<file path="src/rtl/hvac_mode_scheduler.sv">
// hvac_mode_scheduler: heat/cool mode controller with hysteresis, minimum
// on-time and a mandatory both-off dead time between any two active modes.
//
// Ports:
//   clk        - clock, rising edge
//   reset      - asynchronous, active-high
//   temp       - current temperature sample (unsigned, TEMP_W bits)
//   presence   - occupant present
//   window     - window open
//   manual_off - user HVAC inhibit
//   heat_en    - heating drive (registered)
//   cool_en    - cooling drive (registered)
//   mode       - 00 IDLE, 01 HEAT, 10 COOL, 11 DEADTIME (registered)
//   switch_cnt - count of HEAT/COOL entries, wraps at 16 bits (registered)
module hvac_mode_scheduler #(
  parameter int unsigned TEMP_W  = 8,
  parameter int unsigned HEAT_ON = 18,
  parameter int unsigned COOL_ON = 26,
  parameter int unsigned HYST    = 1,
  parameter int unsigned MIN_ON  = 60,
  parameter int unsigned DEAD    = 10
) (
  input  logic              clk,
  input  logic              reset,
  input  logic [TEMP_W-1:0] temp,
  input  logic              presence,
  input  logic              window,
  input  logic              manual_off,
  output logic              heat_en,
  output logic              cool_en,
  output logic [1:0]        mode,
  output logic [15:0]       switch_cnt
);

  // One extra bit so HEAT_ON+HYST cannot wrap.
  localparam int unsigned CMP_W  = TEMP_W + 1;
  localparam int unsigned ON_W   = $clog2(MIN_ON + 1);
  localparam int unsigned DEAD_W = $clog2(DEAD + 1);

  localparam logic [CMP_W-1:0] HEAT_ON_T  = CMP_W'(HEAT_ON);
  localparam logic [CMP_W-1:0] HEAT_OFF_T = CMP_W'(HEAT_ON + HYST);
  localparam logic [CMP_W-1:0] COOL_ON_T  = CMP_W'(COOL_ON);
  localparam logic [CMP_W-1:0] COOL_OFF_T = CMP_W'(COOL_ON - HYST);
  localparam logic [ON_W-1:0]  MIN_ON_T   = ON_W'(MIN_ON);
  localparam logic [DEAD_W-1:0] DEAD_LAST = DEAD_W'(DEAD - 1);

  typedef enum logic [1:0] {
    ST_IDLE = 2'b00,
    ST_HEAT = 2'b01,
    ST_COOL = 2'b10,
    ST_DEAD = 2'b11
  } state_t;

  state_t              state, state_nxt;
  logic [ON_W-1:0]     on_cnt, on_cnt_nxt;
  logic [DEAD_W-1:0]   dead_cnt, dead_cnt_nxt;
  logic [15:0]         switch_cnt_nxt;
  logic                ok;
  logic [CMP_W-1:0]    temp_x;

  assign ok     = presence & ~window & ~manual_off;
  assign temp_x = CMP_W'(temp);

  // Next-state, counter and entry-count logic.
  always_comb begin
    state_nxt      = state;
    on_cnt_nxt     = on_cnt;
    dead_cnt_nxt   = dead_cnt;
    switch_cnt_nxt = switch_cnt;
    unique case (state)
      ST_IDLE: begin
        if (ok && (temp_x < HEAT_ON_T)) begin
          state_nxt      = ST_HEAT;
          on_cnt_nxt     = '0;
          switch_cnt_nxt = switch_cnt + 16'd1;
        end else if (ok && (temp_x > COOL_ON_T)) begin
          state_nxt      = ST_COOL;
          on_cnt_nxt     = '0;
          switch_cnt_nxt = switch_cnt + 16'd1;
        end
      end
      ST_HEAT: begin
        // Losing ok overrides the minimum on-time.
        if (!ok || ((temp_x >= HEAT_OFF_T) && (on_cnt >= MIN_ON_T))) begin
          state_nxt    = ST_DEAD;
          dead_cnt_nxt = '0;
        end else if (on_cnt < MIN_ON_T) begin
          on_cnt_nxt = on_cnt + ON_W'(1);
        end
      end
      ST_COOL: begin
        if (!ok || ((temp_x <= COOL_OFF_T) && (on_cnt >= MIN_ON_T))) begin
          state_nxt    = ST_DEAD;
          dead_cnt_nxt = '0;
        end else if (on_cnt < MIN_ON_T) begin
          on_cnt_nxt = on_cnt + ON_W'(1);
        end
      end
      ST_DEAD: begin
        // Inputs ignored; leave after exactly DEAD cycles.
        if (dead_cnt == DEAD_LAST) begin
          state_nxt    = ST_IDLE;
          dead_cnt_nxt = '0;
        end else begin
          dead_cnt_nxt = dead_cnt + DEAD_W'(1);
        end
      end
      default: state_nxt = ST_IDLE;
    endcase
  end

  // State, counters and Moore outputs decoded from the next state so the
  // drives change on the same edge as the state.
  always_ff @(posedge clk or posedge reset) begin
    if (reset) begin
      state      <= ST_IDLE;
      on_cnt     <= '0;
      dead_cnt   <= '0;
      switch_cnt <= '0;
      heat_en    <= 1'b0;
      cool_en    <= 1'b0;
      mode       <= 2'b00;
    end else begin
      state      <= state_nxt;
      on_cnt     <= on_cnt_nxt;
      dead_cnt   <= dead_cnt_nxt;
      switch_cnt <= switch_cnt_nxt;
      heat_en    <= (state_nxt == ST_HEAT);
      cool_en    <= (state_nxt == ST_COOL);
      mode       <= state_nxt;
    end
  end

endmodule

</file>
<file path="config.mk">
export PLATFORM = sky130hd
export DESIGN_NAME = hvac_mode_scheduler
export DESIGN_NICKNAME = d
export VERILOG_FILES = /design/src/rtl/hvac_mode_scheduler.sv
export SDC_FILE = /design/constraint.sdc
export NUM_CORES = 1
export LEC_CHECK = 0
export BUFFER_PORTS_ARGS = -buffer_cell sky130_fd_sc_hd__clkbuf_2
export CORE_UTILIZATION = 35
export CTS_BUF_LIST = sky130_fd_sc_hd__clkbuf_4
export CTS_CLUSTER_DIAMETER = 100
export DETAILED_ROUTE_END_ITERATION = 8
export GPL_ROUTABILITY_DRIVEN = 0
export REMOVE_ABC_BUFFERS = 1
export SETUP_SLACK_MARGIN = 0.3
export SLEW_MARGIN = 25
export SYNTH_ARGS = -nofsm -noshare
export SYNTH_HDL_FRONTEND = slang
export SYNTH_SLANG_ARGS = --single-unit
</file>
<file path="constraint.sdc">
create_clock -name clk -period 2.63 [get_ports clk]
set_input_delay 0.526 -clock clk [delete_from_list [all_inputs] [get_ports clk]]
set_output_delay 0.526 -clock clk [all_outputs]
set_load 0.01 [all_outputs]
</file>
==> results.json <==
{
  "grt_pass1_wl_um": 6110,
  "hold_class": "in -> async",
  "grt_pass1_vias": 1322,
  "clock_skew_ns": 0.00435,
  "wl_per_cell_um": 12.9,
  "drive_gt1_share_pct": 27.5,
  "syn_area_um2": 1730,
  "slowest_stage": "dfrtp_1",
  "stdcell_area_um2": 2040,
  "postCtsHoldBufs": 0,
  "fmax_mhz": 471,
  "io_pins": 33,
  "crit_path_end_kind": "register",
  "h-tree-depth": 2,
  "reg2reg_depth": 6,
  "grt_max_degree": 31,
  "ys_seq_area_share_pct": 43.4,
  "synth_area_per_cell_um2": 10.5,
  "drv_slew": 0,
  "p_per_area_nw_per_um2": 790,
  "cts_root_buf": "clkbuf_4",
  "synthFlopType": "dfrtp_1",
  "die_w_um": 72.3,
  "synth_edf_count": 0,
  "path_max_fanout": 7,
  "hpwl_um": 2630,
  "fill_cells": 482,
  "vias_per_cell": 5.07,
  "final-setup-viol-count": 0,
  "insertedDiodeCount": 0,
  "dieArea_um2": 5230,
  "drt_iter0_markers": 46,
  "synth-async-reset-ratio_pct": 100,
  "yosys_register_bits": 30,
  "clock_latency_ns": 0.33,
  "tightest_slew_ns": 0.483,
  "yosysWarnings": 0,
  "ys_types": 43,
  "status": "completed",
  "cts_buffer_depth": 2,
  "dpl_cell_area_um2": 1990,
  "cellLeakagePower_uw": 0.000965,
  "grt-ovfl-total": 0,
  "setup-tns-final_ns": 0,
  "vias": 1388,
  "power_uw": 1610,
  "grtUsageTotal_pct": 15.2,
  "cts_tree": "done",
  "whs_ns": 0.239,
  "antenna_found_initial": 0,
  "hold_viol_final": 0,
  "crit_type": "reg -> reg",
  "max-slew-margin-rel_pct": 67.6,
  "rsz0062_at_grt": "no",
  "postCtsSetupRepairBufs": 0,
  "multi_input_area_um2": 938,
  "cp.arrival_ns": 2.35,
  "reg2reg_slack_ns": 0.51,
  "reg2reg_to": "on_cnt[0]",
  "core_area_um2": 4750,
  "critical_path.cell_chain": "inv_1 -> ha_1 -> a31oi_1 -> o21ai_1 -> or3_4 -> mux2_2",
  "drc_errors": 0,
  "cts_buffers": 5,
  "cts.clk_slew.worst_paths_ns": 0.10,
  "first_pass_iters": 4,
  "finalCritPeriodShare_pct": 80.7,
  "crit_required_ns": 2.85,
  "drt_wl_total_um": 3540,
  "r2r_start": "state[1]",
  "cts.repair.resized": 0,
  "drv_cap": 0,
  "critical-path-top-delay-family": "flip-flops",
  "initial_core_util_pct": 36.4,
  "post-route-min-period_ns": 2.12,
  "area_growth_pct": 18.1,
  "layout.nets": 228,
  "cp-start-kind": "register",
  "layout_common_cells": "32 x clkbuf_2, 30 x dfrtp_1, 14 x nand2_1",
  "fp.dieH_um": 72.3,
  "seqCellArea_um2": 751,
  "pre_cts_ws_ns": 0.395,
  "io_buffers": 32,
  "critPathBufInv": 1,
  "ant_nets": 0,
  "rows": 25,
  "cts_sinks": 30,
  "cp_slowest_stage_delay_ns": 0.46,
  "final_common_cell": "clkbuf_2",
  "ir_worst_vdd_mv": 0.219,
  "setup_slack_ns": 0.507,
  "syn_inst": 165
}
## kinds of logic (layout without fill, tap and decap cells)
logic type / Yosys count / after routing / share of synthesized area (%)
mux: 2 / 2 / 1.30
compound gates: 39 / 39 / 18.9
fa+ha+maj: 9 / 9 / 6.51
xor+xnor: 15 / 15 / 7.59
flops: 30 / 30 / 43.4
simple gates: 59 / 59 / 20.0
buf+inv: 11 / 53 / 2.39
## sequential cells by signal, summed over array words and instances, names as in the netlist
register and flops:
on_cnt 6, heat_en 1, cool_en 1, switch_cnt 16, state 2, dead_cnt 4
## power by group
part | internal [µW] | switching, µW | total, µW
combinational | 286 | 424 | 710
clock | 99.3 | 170 | 270
sequential | 544 | 90.3 | 634
total | 929 | 685 | 1610
## layout make-up
type | instances | area share (%)
clock buffer | 5 | 1.84
tap | 67 | 4.10
inverter | 11 | 2.02
clock inverter | 3 | 0.796
sequential | 30 | 36.7
multi-input combinational | 124 | 45.9
timing repair buffer | 34 | 8.57
## Yosys cell counts, types with 3 or more instances
library cell / number / area (µm²)
and3_1: 4 / 25.0
a31oi_1: 3 / 18.8
nand2_1: 14 / 52.6
o21ai_0: 4 / 20.0
inv_1: 11 / 41.3
ha_1: 9 / 113
a21oi_1: 4 / 20.0
nor4_1: 4 / 25.0
o31ai_1: 5 / 37.5
nand4_1: 5 / 31.3
xor2_1: 4 / 35.0
xnor2_1: 11 / 96.3
nand3_1: 9 / 45.0
o41ai_1: 5 / 43.8
nor2_1: 7 / 26.3
dfrtp_1: 30 / 751
## worst max-delay path by stage
stage	depth (start not counted)	start	slack, ns	end
after floorplan	5	window	0.64	on_cnt[0]
after global placement	6	temp[7]	0.41	on_cnt[0]
after detailed placement	6	temp[7]	0.40	on_cnt[0]
after CTS	6	state[0]	0.50	on_cnt[4]
after global routing	6	state[1]	0.34	on_cnt[4]
final	6	state[1]	0.51	on_cnt[0]
## worst min-delay path, stage by stage
cell and delay (ns):
clkbuf_2 0.08, inv_1 0.04, buf_4 0.35
## layer usage
layer / vias up / global-route usage (%) / wire length, µm
met5: - / 0 / 0
met4: 0 / 6.54 / 53
met3: 6 / 4.44 / 167
met2: 42 / 22.6 / 1540
met1: 640 / 20.6 / 1780
li1: 700 / - / -
## through the flow
stage	cells	util, %
after floorplan	165	-
after CTS	274	43.0
after detailed placement	266	41.8
after global placement	266	41.8
final	274	43.0
after global routing	274	43.0
Note: power is estimated with default switching activity, not from simulation.
